--- config.mk ---
export PLATFORM = sky130hd
export DESIGN_NAME = sha3_unpadder_flat
export DESIGN_NICKNAME = d
export VERILOG_FILES = /design/src/rtl/sha3_unpadder_if.sv /design/src/rtl/sha3_unpadder.sv /design/src/flat_wrapper.sv
export SDC_FILE = /design/constraint.sdc
export NUM_CORES = 1
export LEC_CHECK = 0
export ABC_CLOCK_PERIOD_IN_PS = 6200
export BUFFER_PORTS_ARGS = -buffer_cell sky130_fd_sc_hd__clkbuf_2
export CAP_MARGIN = 20
export CORE_MARGIN = 4
export CORE_UTILIZATION = 65
export CTS_CLUSTER_DIAMETER = 150
export DETAILED_ROUTE_END_ITERATION = 8
export GPL_ROUTABILITY_DRIVEN = 1
export PLACE_DENSITY = 0.82
export SKIP_CTS_REPAIR_TIMING = 1
export SKIP_LAST_GASP = 1
export SLEW_MARGIN = 5
export SYNTH_ARGS = -nofsm -noshare
export SYNTH_HDL_FRONTEND = slang
export SYNTH_SLANG_ARGS = --single-unit
--- constraint.sdc ---
create_clock -name clk -period 6.2 [get_ports clk]
set_input_delay 0.62 -clock clk [delete_from_list [all_inputs] [get_ports clk]]
set_output_delay 0.62 -clock clk [all_outputs]
set_load 0.005 [all_outputs]
--- src/rtl/sha3_unpadder_if.sv ---
// Stream interface for the SHA3 unpadder: padded rate-block words in,
// recovered message words out, plus the pad-error pulse.
interface sha3_unpadder_if;
  logic [31:0] in;
  logic        in_valid;
  logic        in_last_block;
  logic        in_ready;
  logic [31:0] out;
  logic [1:0]  out_byte_num;
  logic        out_last;
  logic        out_valid;
  logic        out_ready;
  logic        pad_err;

  modport master (
    output in, in_valid, in_last_block, out_ready,
    input  in_ready, out, out_byte_num, out_last, out_valid, pad_err
  );

  modport slave (
    input  in, in_valid, in_last_block, out_ready,
    output in_ready, out, out_byte_num, out_last, out_valid, pad_err
  );
endinterface

--- src/rtl/sha3_unpadder.sv ---
// SHA3 unpadder: buffers one rate block, strips the 0x06..0x80 pad from the
// final block and streams the message words with a final valid-byte count.
module sha3_unpadder #(
  parameter int         RATE_WORDS = 18,
  parameter logic [7:0] PAD_BYTE   = 8'h06
) (
  input logic            clk,
  input logic            reset,
  sha3_unpadder_if.slave bus
);

  localparam int CW = $clog2(RATE_WORDS + 1);
  localparam int LW = $clog2(4 * RATE_WORDS + 1);
  localparam logic [CW-1:0] LAST_IDX = CW'(RATE_WORDS - 1);

  typedef enum logic [1:0] {FILL, SCAN, DRAIN} state_t;

  state_t        state;
  logic [31:0]   buffer [RATE_WORDS];
  logic [CW-1:0] cnt;
  logic [CW-1:0] ptr;
  logic [CW-1:0] oi;
  logic [LW-1:0] len;
  logic          last_blk;
  logic          fin_word;

  logic [31:0]   scan_word;
  logic          found;
  logic [1:0]    b_idx;
  logic [7:0]    b_val;
  logic          blk_final;
  logic          drain_is_last;
  logic [31:0]   drain_word;

  // Zero every byte whose index is nb or higher (byte 0 is the MSB).
  function automatic logic [31:0] mask_tail(input logic [31:0] w, input logic [1:0] nb);
    logic [31:0] r;
    r = w;
    for (int k = 0; k < 4; k++)
      if (k >= int'(nb)) r[31-8*k -: 8] = 8'h00;
    return r;
  endfunction

  always_comb begin
    scan_word = buffer[ptr];
    // The closing 0x80 bit is removed so a merged 0x86 byte reads as the pad start.
    if (ptr == LAST_IDX) scan_word[7] = 1'b0;
    found = 1'b0;
    b_idx = 2'd0;
    b_val = 8'h00;
    for (int k = 0; k < 4; k++) begin
      if (scan_word[31-8*k -: 8] != 8'h00) begin
        found = 1'b1;
        b_idx = 2'(k);
        b_val = scan_word[31-8*k -: 8];
      end
    end
    blk_final     = (cnt == '0) ? bus.in_last_block : last_blk;
    drain_is_last = last_blk && (oi == CW'(len >> 2));
    drain_word    = drain_is_last ? mask_tail(buffer[oi], len[1:0]) : buffer[oi];
  end

  always_ff @(posedge clk) begin
    if (state == FILL && bus.in_valid && bus.in_ready) buffer[cnt] <= bus.in;
  end

  always_ff @(posedge clk) begin
    if (!reset) begin
      state            <= FILL;
      cnt              <= '0;
      fin_word         <= 1'b0;
      bus.in_ready     <= 1'b1;
      bus.out_valid    <= 1'b0;
      bus.out_last     <= 1'b0;
      bus.out_byte_num <= 2'd0;
      bus.out          <= 32'h0;
      bus.pad_err      <= 1'b0;
    end else begin
      bus.pad_err <= 1'b0;
      case (state)
        FILL: begin
          if (bus.in_valid && bus.in_ready) begin
            if (cnt == '0) last_blk <= bus.in_last_block;
            if (cnt == LAST_IDX) begin
              cnt          <= '0;
              bus.in_ready <= 1'b0;
              ptr          <= LAST_IDX;
              oi           <= '0;
              len          <= LW'(4 * RATE_WORDS);
              state        <= blk_final ? SCAN : DRAIN;
            end else begin
              cnt <= cnt + 1'b1;
            end
          end
        end
        SCAN: begin
          if ((ptr == LAST_IDX && !buffer[LAST_IDX][7]) ||
              (!found && ptr == '0) ||
              (found && b_val != PAD_BYTE)) begin
            bus.pad_err  <= 1'b1;
            bus.in_ready <= 1'b1;
            state        <= FILL;
          end else if (!found) begin
            ptr <= ptr - 1'b1;
          end else begin
            len   <= (LW'(ptr) << 2) | LW'(b_idx);
            oi    <= '0;
            state <= DRAIN;
          end
        end
        DRAIN: begin
          if (bus.out_valid && bus.out_ready && fin_word) begin
            bus.out_valid    <= 1'b0;
            bus.out_last     <= 1'b0;
            bus.out_byte_num <= 2'd0;
            bus.in_ready     <= 1'b1;
            state            <= FILL;
          end else if (!bus.out_valid || bus.out_ready) begin
            bus.out          <= drain_word;
            bus.out_valid    <= 1'b1;
            bus.out_last     <= drain_is_last;
            bus.out_byte_num <= drain_is_last ? len[1:0] : 2'd0;
            fin_word         <= drain_is_last || (!last_blk && oi == LAST_IDX);
            oi               <= oi + 1'b1;
          end
        end
        default: state <= FILL;
      endcase
    end
  end

endmodule

--- src/flat_wrapper.sv ---
// flat-port wrapper written by rule: the top's interface ports become plain ports
module sha3_unpadder_flat 
#(
  parameter int         RATE_WORDS = 18,
  parameter logic [7:0] PAD_BYTE   = 8'h06
)
  (clk, reset, bus_in, bus_in_valid, bus_in_last_block, bus_out_ready, bus_in_ready, bus_out, bus_out_byte_num, bus_out_last, bus_out_valid, bus_pad_err);
  sha3_unpadder_if bus_i ();
  input logic clk;
  input logic reset;
  input wire logic [$bits(bus_i.in)-1:0] bus_in;
  input wire logic [$bits(bus_i.in_valid)-1:0] bus_in_valid;
  input wire logic [$bits(bus_i.in_last_block)-1:0] bus_in_last_block;
  input wire logic [$bits(bus_i.out_ready)-1:0] bus_out_ready;
  output wire logic [$bits(bus_i.in_ready)-1:0] bus_in_ready;
  output wire logic [$bits(bus_i.out)-1:0] bus_out;
  output wire logic [$bits(bus_i.out_byte_num)-1:0] bus_out_byte_num;
  output wire logic [$bits(bus_i.out_last)-1:0] bus_out_last;
  output wire logic [$bits(bus_i.out_valid)-1:0] bus_out_valid;
  output wire logic [$bits(bus_i.pad_err)-1:0] bus_pad_err;
  assign bus_i.in = bus_in;
  assign bus_i.in_valid = bus_in_valid;
  assign bus_i.in_last_block = bus_in_last_block;
  assign bus_i.out_ready = bus_out_ready;
  assign bus_in_ready = bus_i.in_ready;
  assign bus_out = bus_i.out;
  assign bus_out_byte_num = bus_i.out_byte_num;
  assign bus_out_last = bus_i.out_last;
  assign bus_out_valid = bus_i.out_valid;
  assign bus_pad_err = bus_i.pad_err;
  sha3_unpadder #(.RATE_WORDS(RATE_WORDS), .PAD_BYTE(PAD_BYTE)) u_core (.clk(clk), .reset(reset), .bus(bus_i));
endmodule
==> reports/metrics.yaml <==
status: "complete, no violations"
area_growth_pct: 10.98
grt_pass1_vias: 18180
dpl-instance-area_sq_um: 30130
ioPinCount: 75
fin_setup_tns_ps: 0
ys_seq_area_share_pct: 65.22
grt_util_all_layers_pct: 34.10
first_iter_violations: 3346
fin_crit_sh_pct: 86.29
root_buffer: "clkbuf_16"
avgSynthCellArea_sq_um: 17.17
clock_path_buffers: 3
fmax_mhz: 186.9
fp.dieW_um: 219.5
setup_violations: 0
syn_nets: 1743
dr.pass1.iters: 7
power_frac_comb_pct: 21.5
cts_max_level: 3
seq_power_share_pct: 45.1
routabilityCongestion: 0.9442
nets: 1827
worst_slack_ps: 850.0
max_cap_violations: 0
synth-edff-count: 594
fin_skew_ps: 21.02
antenna_left: 0
swShare_pct: 28.02
viasPerCell: 7.639
dieArea_sq_um: 48160
path_clk_slew_ps: 60
drt_wl_total_mm: 81.18
synth.top_cells.by_area: "edfxtp_1, mux4_2, dfxtp_1"
syn-cell-area_sq_um: 29070
cts_buffers: 66
criticalPathCategory: "reg -> reg"
slew_viol_final: 0
post-place-ws_ps: 1133
switchingPower_mw: 3.298
path_cells: "clkinv_1, o311ai_0, a21oi_1, a2111oi_0, o32a_1, nand4_1, nor4_2, nand2_1, a21oi_2, mux2_2"
crit_path_max_fanout: 37
synth_seq_cells: 650
port_buffers: 74
powerDensity_nw_per_um2: 364.8
rows: 77
fillers: 2497
final_util_pct: 72.95
synth.distinct_cells: 73
clk_latency_ps: 610
end_kind: "register"
wire_per_inst_um: 33.49
holdCritStartpoint: "reset"
die_h_um: 219.5
grt_overflow: 0
drc_errors: 0
drive_gt1_share_pct: 27.14
final_common_cell: "edfxtp_1"
max_stage_delay_ps: 1010
hpwl_mm: 47.89
yosys_warnings: 0
critPathArrivalTime_ps: 5830
grt_pass1_wl_mm: 119.4
rsz0062_at_grt: "no"
min_period_ps: 5350
cts_tree: "done"
slew_headroom_pct: 27.76
hold_viol: 0
fin_area_sq_um: 32260
start_util_pct: 65.73
worst-endpoint-required_ps: 6680
yosysTopAreaCellShare_pct: 61.37
vias: 18520
clock-sinks: 650
placeableCoreArea_sq_um: 44220
grt_max_degree: 84
synthArstFlopShare_pct: 0
critical-path-slowest-cell: "dfxtp_2"
hp-class: "in -> reg"
p_int_mw: 8.471
antenna_found_initial: 1
p_clk_share_pct: 33.4
synth_flop_cell: "edfxtp_1"
syn_inst: 1693
final_cell_mix: "edfxtp_1, mux4_2, nor2_1, clkbuf_2"
cp-start-kind: "register"
worst_slew_pin_slew_ps: 1081
leakagePower_nw: 10.44
ir_drop_mv: 0.3397
yosys.area.top_type: "edfxtp_1"
==> flip-flops by register name, summed over array words and instances, names as in the netlist, 2 cells and up, named ones only <==
register and cells:
u_core.oi 5, u_core.state 2, u_core.len 7, u_core.bus.out 32, u_core.cnt 5, u_core.buffer 576
u_core.bus.out_byte_num 2, u_core.ptr 5
==> worst paths after layout <==
kind                                                         to  slack, ps  cells after the start
worst max register to register                         register        850                     10
worst max-delay path                                   register        850                     10
worst min register to register  u_core.bus.out[28]$_SDFFE_PN0P_        490                      2
worst min-delay path               u_core.state[1]$_SDFFE_PN0P_        360                      3
==> cell type report <==
type                       count  area [sq um]  share of cell area, %
clock buffer                  89          1788                  5.543
sequential                   650         18980                  58.83
antenna                        1         2.502               0.007757
clock inverter                33         335.3                  1.039
multi-input combinational    917          9582                  29.70
tap                          592         740.7                  2.296
inverter                      23         86.33                 0.2676
timing repair buffer         119         745.7                  2.312
==> synth_stat cells (all sizes together) (7+ instances only) <==
master	instances
and2	19
inv	20
clkbuf	57
or4	11
mux2i	69
buf	46
ha	13
a22oi	18
mux2	24
nor4	38
nor2b	10
a21oi	71
nand2	52
o311ai	8
mux4	224
a221oi	10
nand3	18
o21ai	26
nor2	133
and3	7
dfxtp	56
nor3	34
xor2	8
a211oi	30
edfxtp	594
==> cell families (layout without fill, tap and decap cells) <==
kind of cell | count (synthesis) | in the layout | synth area share [%]
fa+ha+maj | 13 | 13 | 0.5596
compound gates | 221 | 221 | 5.179
mux | 317 | 317 | 20.73
other cells | 0 | 1 | 0
flops | 650 | 650 | 65.22
xor+xnor | 12 | 12 | 0.3616
simple gates | 354 | 354 | 5.988
buf+inv | 126 | 264 | 1.963
==> per-stage QoR <==
stage	instances	power, mW	hold WS [ps]
final	2424	11.77	361.4
after global placement	2299	7.792	464.9
after global routing	2424	12.15	372.8
after floorplan	1693	7.052	463.3
after CTS	2423	11.75	336.1
after detailed placement	2301	7.861	481.4
==> critical path: cells and delay by family, from the launching register on <==
family	cells	cell delay, ps
buffers and inverters	1	670
and+or+nand+nor	3	1010
muxes	1	410
AOI/OAI and AO/OA	5	2110
DFF	1	1010
==> routing by layer <==
layer	part of all wire [%]	global-route usage (%)	up-vias
met5	0.042	0.6250	-
met2	47	53.45	1734
met4	4.6	13.82	2
met3	14	8.205	287
li1	-	-	7173
met1	34	47.15	9322
==> power groups by stage <==
stage | combinational [mW] | sequential, mW | clock, mW
after floorplan | 1.81 | 5.24 | 0
after global placement | 2.43 | 5.36 | 0
after detailed placement | 2.47 | 5.39 | 0
after CTS | 2.50 | 5.30 | 3.95
after global routing | 2.65 | 5.33 | 4.16
final | 2.53 | 5.31 | 3.93
Note: power is estimated with default switching activity, not from simulation.
